`src/rtl/rv32i_gcd_host.sv`:
```
// Host sequencer for the RV32I core's GCD pins: it latches an operand pair, holds the core in reset, releases it, and returns the result.
// Build with GCD_HOST_TIMEOUT_EN defined to abort RUN after TIMEOUT_CYCLES cycles with resp_err set.
module rv32i_gcd_host #(
  parameter int unsigned RST_CYCLES     = 2,
  parameter int unsigned TIMEOUT_CYCLES = 4096
) (
  input  logic        clk,
  input  logic        rst,
  input  logic        req_valid,
  output logic        req_ready,
  input  logic [31:0] req_a,
  input  logic [31:0] req_b,
  output logic        resp_valid,
  input  logic        resp_ready,
  output logic [31:0] resp_data,
  output logic        resp_err,
  output logic        core_rst_n,
  output logic        calc_start,
  output logic [31:0] gcd_a,
  output logic [31:0] gcd_b,
  input  logic [31:0] gcd_result
);

  typedef enum logic [1:0] {IDLE, CRST, RUN, DONE} state_t;

  localparam int unsigned RST_CNT_W = $clog2(RST_CYCLES + 1);

  state_t                 state_q, state_d;
  logic [RST_CNT_W-1:0]   rst_cnt_q, rst_cnt_d;
  logic                   req_ready_q, req_ready_d;
  logic                   resp_valid_q, resp_valid_d;
  logic [31:0]            resp_data_q, resp_data_d;
  logic                   core_rst_n_q, core_rst_n_d;
  logic                   calc_start_q, calc_start_d;
  logic [31:0]            gcd_a_q, gcd_a_d;
  logic [31:0]            gcd_b_q, gcd_b_d;

  logic req_fire;
  logic zero_operand;
  logic result_seen;

  assign req_fire     = (state_q == IDLE) && req_valid && req_ready_q;
  assign zero_operand = (req_a == 32'd0) || (req_b == 32'd0);
  assign result_seen  = (state_q == RUN) && (gcd_result != 32'd0);

`ifdef GCD_HOST_TIMEOUT_EN
  localparam int unsigned TO_W = $clog2(TIMEOUT_CYCLES + 1);

  logic [TO_W-1:0] run_cnt_q, run_cnt_d;
  logic            resp_err_q, resp_err_d;
  logic            timeout_hit;
`endif

  always_ff @(posedge clk) begin
    if (rst) begin
      state_q      <= IDLE;
      rst_cnt_q    <= '0;
      req_ready_q  <= 1'b0;
      resp_valid_q <= 1'b0;
      resp_data_q  <= 32'd0;
      core_rst_n_q <= 1'b0;
      calc_start_q <= 1'b0;
      gcd_a_q      <= 32'd0;
      gcd_b_q      <= 32'd0;
`ifdef GCD_HOST_TIMEOUT_EN
      run_cnt_q    <= '0;
      resp_err_q   <= 1'b0;
`endif
    end else begin
      state_q      <= state_d;
      rst_cnt_q    <= rst_cnt_d;
      req_ready_q  <= req_ready_d;
      resp_valid_q <= resp_valid_d;
      resp_data_q  <= resp_data_d;
      core_rst_n_q <= core_rst_n_d;
      calc_start_q <= calc_start_d;
      gcd_a_q      <= gcd_a_d;
      gcd_b_q      <= gcd_b_d;
`ifdef GCD_HOST_TIMEOUT_EN
      run_cnt_q    <= run_cnt_d;
      resp_err_q   <= resp_err_d;
`endif
    end
  end

  // CRST is entered on the accept edge and left once the counter has reached RST_CYCLES.
  always_comb begin
    state_d   = state_q;
    rst_cnt_d = rst_cnt_q;
`ifdef GCD_HOST_TIMEOUT_EN
    run_cnt_d   = run_cnt_q;
    timeout_hit = 1'b0;
`endif
    case (state_q)
      IDLE: begin
        if (req_fire) begin
          if (zero_operand) begin
            state_d = DONE;
          end else begin
            state_d   = CRST;
            rst_cnt_d = '0;
          end
        end
      end
      CRST: begin
        if (rst_cnt_q == RST_CNT_W'(RST_CYCLES)) begin
          state_d = RUN;
`ifdef GCD_HOST_TIMEOUT_EN
          run_cnt_d = '0;
`endif
        end else begin
          rst_cnt_d = rst_cnt_q + 1'b1;
        end
      end
      RUN: begin
        if (result_seen) begin
          state_d = DONE;
        end else begin
`ifdef GCD_HOST_TIMEOUT_EN
          run_cnt_d = run_cnt_q + 1'b1;
          if (run_cnt_q == TO_W'(TIMEOUT_CYCLES - 1)) begin
            state_d     = DONE;
            timeout_hit = 1'b1;
          end
`endif
        end
      end
      DONE: begin
        if (resp_valid_q && resp_ready) begin
          state_d = IDLE;
        end
      end
      default: state_d = IDLE;
    endcase
  end

  always_comb begin
    req_ready_d  = (state_d == IDLE);
    resp_valid_d = (state_d == DONE);
    core_rst_n_d = (state_d == RUN);
    calc_start_d = (state_d == RUN);
    gcd_a_d      = gcd_a_q;
    gcd_b_d      = gcd_b_q;
    resp_data_d  = resp_data_q;
`ifdef GCD_HOST_TIMEOUT_EN
    resp_err_d   = resp_err_q;
`endif
    if (req_fire) begin
      gcd_a_d     = req_a;
      gcd_b_d     = req_b;
      resp_data_d = zero_operand ? (req_a | req_b) : 32'd0;
`ifdef GCD_HOST_TIMEOUT_EN
      resp_err_d  = 1'b0;
`endif
    end
    if (result_seen) begin
      resp_data_d = gcd_result;
`ifdef GCD_HOST_TIMEOUT_EN
      resp_err_d  = 1'b0;
`endif
    end
`ifdef GCD_HOST_TIMEOUT_EN
    if (timeout_hit) begin
      resp_data_d = 32'd0;
      resp_err_d  = 1'b1;
    end
`endif
  end

  assign req_ready  = req_ready_q;
  assign resp_valid = resp_valid_q;
  assign resp_data  = resp_data_q;
  assign core_rst_n = core_rst_n_q;
  assign calc_start = calc_start_q;
  assign gcd_a      = gcd_a_q;
  assign gcd_b      = gcd_b_q;

`ifdef GCD_HOST_TIMEOUT_EN
  assign resp_err = resp_err_q;
`else
  // Without the timeout there is no abort path; TIMEOUT_CYCLES has no effect here.
  assign resp_err = 1'b0 & (TIMEOUT_CYCLES != 0);
`endif

endmodule

```
`config.mk`:
```
export PLATFORM = sky130hd
export DESIGN_NAME = rv32i_gcd_host
export DESIGN_NICKNAME = d
export VERILOG_FILES = /design/src/rtl/rv32i_gcd_host.sv
export SDC_FILE = /design/constraint.sdc
export NUM_CORES = 1
export LEC_CHECK = 0
export ABC_AREA = 0
export ABC_CLOCK_PERIOD_IN_PS = 2000
export CAP_MARGIN = 40
export CORE_UTILIZATION = 35
export DETAILED_ROUTE_END_ITERATION = 16
export DONT_BUFFER_PORTS = 1
export HOLD_SLACK_MARGIN = 0.12
export PLACE_DENSITY = 0.59
export SYNTH_ARGS = -nofsm -noshare
export SYNTH_HDL_FRONTEND = slang
export SYNTH_SLANG_ARGS = --single-unit
export TNS_END_PERCENT = 1
```
`constraint.sdc`:
```
create_clock -name clk -period 2 [get_ports clk]
set_clock_uncertainty 0.15 [all_clocks]
set_input_delay 0.2 -clock clk [delete_from_list [all_inputs] [get_ports clk]]
set_output_delay 0.2 -clock clk [all_outputs]
set_load 0.005 [all_outputs]
```
# Word-level counts from Yosys, hierarchy flattened

Cells that the tools add are included.

Bits of input ports: 100
Register bits after elaboration: 103

Bitwise operators: 1
Reduce and logical (&&, ||, !) cells: 13
Multiplexer cells: 13
$add $sub $neg: 1
Equal/unequal tests: 9

Operators with widths:

| kind                                                             | number |
|---|---|
| 32-bit two-way mux                                               | 3 |
| 32-bit zero test                                                 | 2 |
| 32-bit bitwise OR                                                | 1 |
| 32-bit nonzero test                                              | 1 |
| 2-bit two-way mux                                                | 8 |
| 2-bit == test (second input constant)                            | 5 |
| 2-bit one-hot mux with 4 select lines                            | 1 |
| 2-bit != test (second input constant)                            | 3 |
| 1-bit logical AND                                                | 4 |
| 2-bit zero test                                                  | 2 |
| 2-bit one-hot mux with 2 select lines                            | 1 |
| 4-bit AND reduction                                              | 1 |
| 2-bit nonzero test                                               | 2 |
| 2-bit by 1-bit adder with 2-bit output (second input constant)   | 1 |
| 2-bit by 1-bit == test with 1-bit output (second input constant) | 1 |
| 1-bit logical OR                                                 | 1 |

# Depth between registers and ports, before layout

Word-level depth: 6
Mapped depth: 7

# Worst setup path before layout

No wires, ideal clock.

Path kind: register -> register
From: register state_q[1]
To: register gcd_a_q[17] (netlist: gcd_a[17])
Cell stages (with the launch flop): 7
Arrival: 1.422 ns
Required time: 1.780 ns
Setup time: 0.070 ns
Path slack: 0.357 ns
Cells stage by stage: dfxtp_1 > buf_2 > nor3_2 > buf_2 > buf_2 > nand2_1 > a21oi_1

Word-level cells in the longest chain between the ends: 3

RTL lines:

| what                            | line | source |
|---|---|---|
| start: declaration              | 28   | `state_t state_q, state_d;` |
| start signal: assignment        | 70   | `state_q <= state_d;` |
| 2-bit zero test                 | 42   | `assign req_fire = (state_q == IDLE) && req_valid && req_ready_q;` |
| 1-bit logical AND (2 in series) | 42   |  |
| end signal: assignment          | 77   | `gcd_a_q <= gcd_a_d;` |
| end: declaration                | 35   | `logic [31:0] gcd_a_q, gcd_a_d;` |

No other way between the ends.
A chain may end at the register's enable or synchronous reset.

# Final worst setup path

From: register state_q[1]
To: register gcd_a_q[6] (netlist: gcd_a[6])

Same word-level chain as after synthesis.

==> results.cfg <==
[outcome]
status = finished, violations left
violations = DRC, hold timing

[global_route]
gr-usage-met3_pct = 9.31
grt_use_met2_pct = 35.9
grt_pass1_vias = 3763
top_usage_layer = met2
grt_pass1_wl_um = 21500
antenna_found_initial = 0
grt_start_max_net_pins = 106
grtUsageTotal_pct = 22.7
grt.met1_usage_pct = 27.7
grt_overflow = 0

[worst_setup_path]
required_ns = 2.08
path_cells = or3_2, buf_4, nand2_1, a21oi_1
cp_num_buf_inv = 1
worstPathArrival_ns = 1.84
worst-path-max-fanout = 27
end_kind = flip-flop
startpoint_type = flip-flop
max_stage_delay_ns = 0.64
path_delay_family = simple AND/OR/NAND/NOR gates
worstSetupPathType = flip-flop to flip-flop
slowest_stage = or3_2

[floorplan]
dieHeight_um = 112
dieArea_mm2 = 0.0125
ios = 201
core-area_mm2 = 0.0116
rows = 39
start_util_pct = 36.5
die_x_um = 112

[clock_tree]
htreeDepth = 3
cts-root-buf = clkbuf_16
cts_tree = done
clock-sinks = 103
clk_path_buf_depth = 2
hold_buffers = 1
cts_resized = 0
cts_buffers = 9
clk_pin_slew_ns = 0.07
insertion_delay_ns = 0.34
cts_setup_buffers = 0

[yosys]
synth_cell_type_count = 30
synth_top_family_by_area = simple AND/OR/NAND/NOR gates
synth_nets = 594
synth_cells = 493
synth_compound_area_share_pct = 22.4
seq_area_frac_synth_pct = 48.9
synth_top_area_share_pct = 48.9
yosys.area_share.simple_pct = 23.2
synth.mux.area_fraction_pct = 0
ys_warn_count = 0
synth-xor-area-share_pct = 0
synth.area.top_cells = dfxtp_1 49%, nand2_1 12%, a21oi_1 7.8%, a32oi_1 6.6%, o2bb2ai_1 6.6%
netlist_area_mm2 = 0.00422
syn_avg_cell_area_um2 = 8.56
ys_ff_latch = 103
yosysTopAreaCell = dfxtp_1
yosys.area_share.adder_pct = 0.297

[route]
routed-via-count = 3705
ant_nets = 0
drc_errors = 20
drt_first_iter_violations = 309
drt-pass1-iter-count = 12
viasPerCell = 5.87
wire_per_inst_um = 22.3
drt_wl_total_um = 14100

[timing]
layout_min_cycle_time_ns = 1.76
fmax_mhz = 569
post-route-period-util_pct = 87.9
holdWs_ns = -0.215
finalSetupViolCount = 0
worst_slack_ns = 0.242
relSlewSlack_pct = 65.3
slew_violations = 0
worst_slew_pin_slew_ns = 0.519
hold_violations = 102
rsz0062_at_grt = false

[final_layout]
nets = 584
n_fill_cell = 1164
multi_input_area_mm2 = 0.00196
area_delta_synth_final_pct = 12.2
final_common_cell = nand2_1
insertedDiodeCount = 0
fin_util_pct = 40.9
seq_area_mm2 = 0.00206
drive_above_1_share_pct = 15.0
final_cell_mix = 131 x nand2_1, 103 x dfxtp_1, 66 x a21oi_1
stdcell_count = 631

[placed_design]
place_inst = 614
detailedPlace.worstSlack_ns = -0.107
port_buffers = 0
gp_congestion = 0.765
hpwl_um = 10300

[pwr]
switching_share_pct = 25.4
comb_power_share_pct = 7.9
switchingPower_mw = 1.11
powerDensity_mw_per_mm2 = 923
irDropWorstVdd_mv = 0.448
seq_power_share_pct = 50.4
clkPwrFrac_pct = 41.7
p_leak_nw = 1.50
p_int_mw = 3.26

[run]
drv_cap = 0

[min_path]
hp-class = input pin to flip-flop
==> stage by stage <==
stage / TNS (ns) / total power, mW / area, µm²
floorplan: 0 / 2.51 / 4220
global placement: -2.01 / 2.58 / 4420
detailed placement: -2.40 / 2.60 / 4420
CTS: 0 / 4.42 / 4730
global route: 0 / 4.54 / 4730
finish: 0 / 4.37 / 4730
==> flip-flops by register name, indices dropped and copies added, names as in the netlist <==
signal,count
state_q,2
rst_cnt_q,2
gcd_b,32
resp_valid,1
gcd_a,32
resp_data,32
req_ready,1
calc_start,1
==> routing by layer <==
layer	up-vias	part of all wire, %	wire (µm)
li1	1756	-	-
met1	1732	41	5770
met2	198	45	6340
met3	19	12	1670
met4	0	2.1	299
met5	-	0	0
==> power groups by stage <==
stage               logic (mW)  clock network [mW]  registers, mW
CTS                      0.349                1.87           2.20
detailed placement       0.347                   0           2.25
global route             0.388                1.94           2.21
global placement         0.335                   0           2.25
finish                   0.346                1.82           2.20
floorplan                0.283                   0           2.23
==> cell usage after synthesis <==
library cell and count:
a211oi_1 1, a21oi_1 66, a32oi_1 32, a41o_1 1, and3_1 1, buf_2 8
buf_4 3, buf_6 4, clkbuf_1 27, conb_1 1, dfxtp_1 103, ha_1 1
inv_1 1, inv_2 1, nand2_1 131, nand2b_1 1, nand3_1 2, nand3b_1 2
nand4_1 6, nor2_1 3, nor3_2 1, nor3_4 1, nor4_1 25, o211a_1 1
o21ai_0 1, o22ai_2 1, o2bb2ai_1 32, o32ai_1 1, or2_2 32, or3_1 3
==> cell type report <==
class	instances	area share (%)
repair buffers	21	4.71
clock inverters	7	1.69
well taps	143	3.78
clock buffers	9	4.76
inverters	2	0.159
multi-input cells	346	41.3
flip-flops and latches	103	43.6
==> path summary, 6_finish.rpt <==
kind,start,endpoint,slack (ns),cells after the start
worst max register to register,state_q[1]$_SDFF_PP0_,gcd_a[6]$_SDFFE_PP0P_,0.24,4
worst min register to register,gcd_b[7]$_SDFFE_PP0P_,gcd_b[7]$_SDFFE_PP0P_,0.32,2
worst min-delay path,rst,gcd_b[31]$_SDFFE_PP0P_,-0.22,1
worst max-delay path,state_q[1]$_SDFF_PP0_,gcd_a[6]$_SDFFE_PP0P_,0.24,4
==> kinds of logic (layout without fill, tap and decap cells) <==
group	after synthesis	after routing
buffers and inverters	44	39
AO/OA/AOI/OAI	136	136
adder cells (fa/ha/maj)	1	1
flip-flops	103	103
other	1	1
AND/OR/NAND/NOR	208	208
Note: power is estimated with default switching activity, not from simulation.
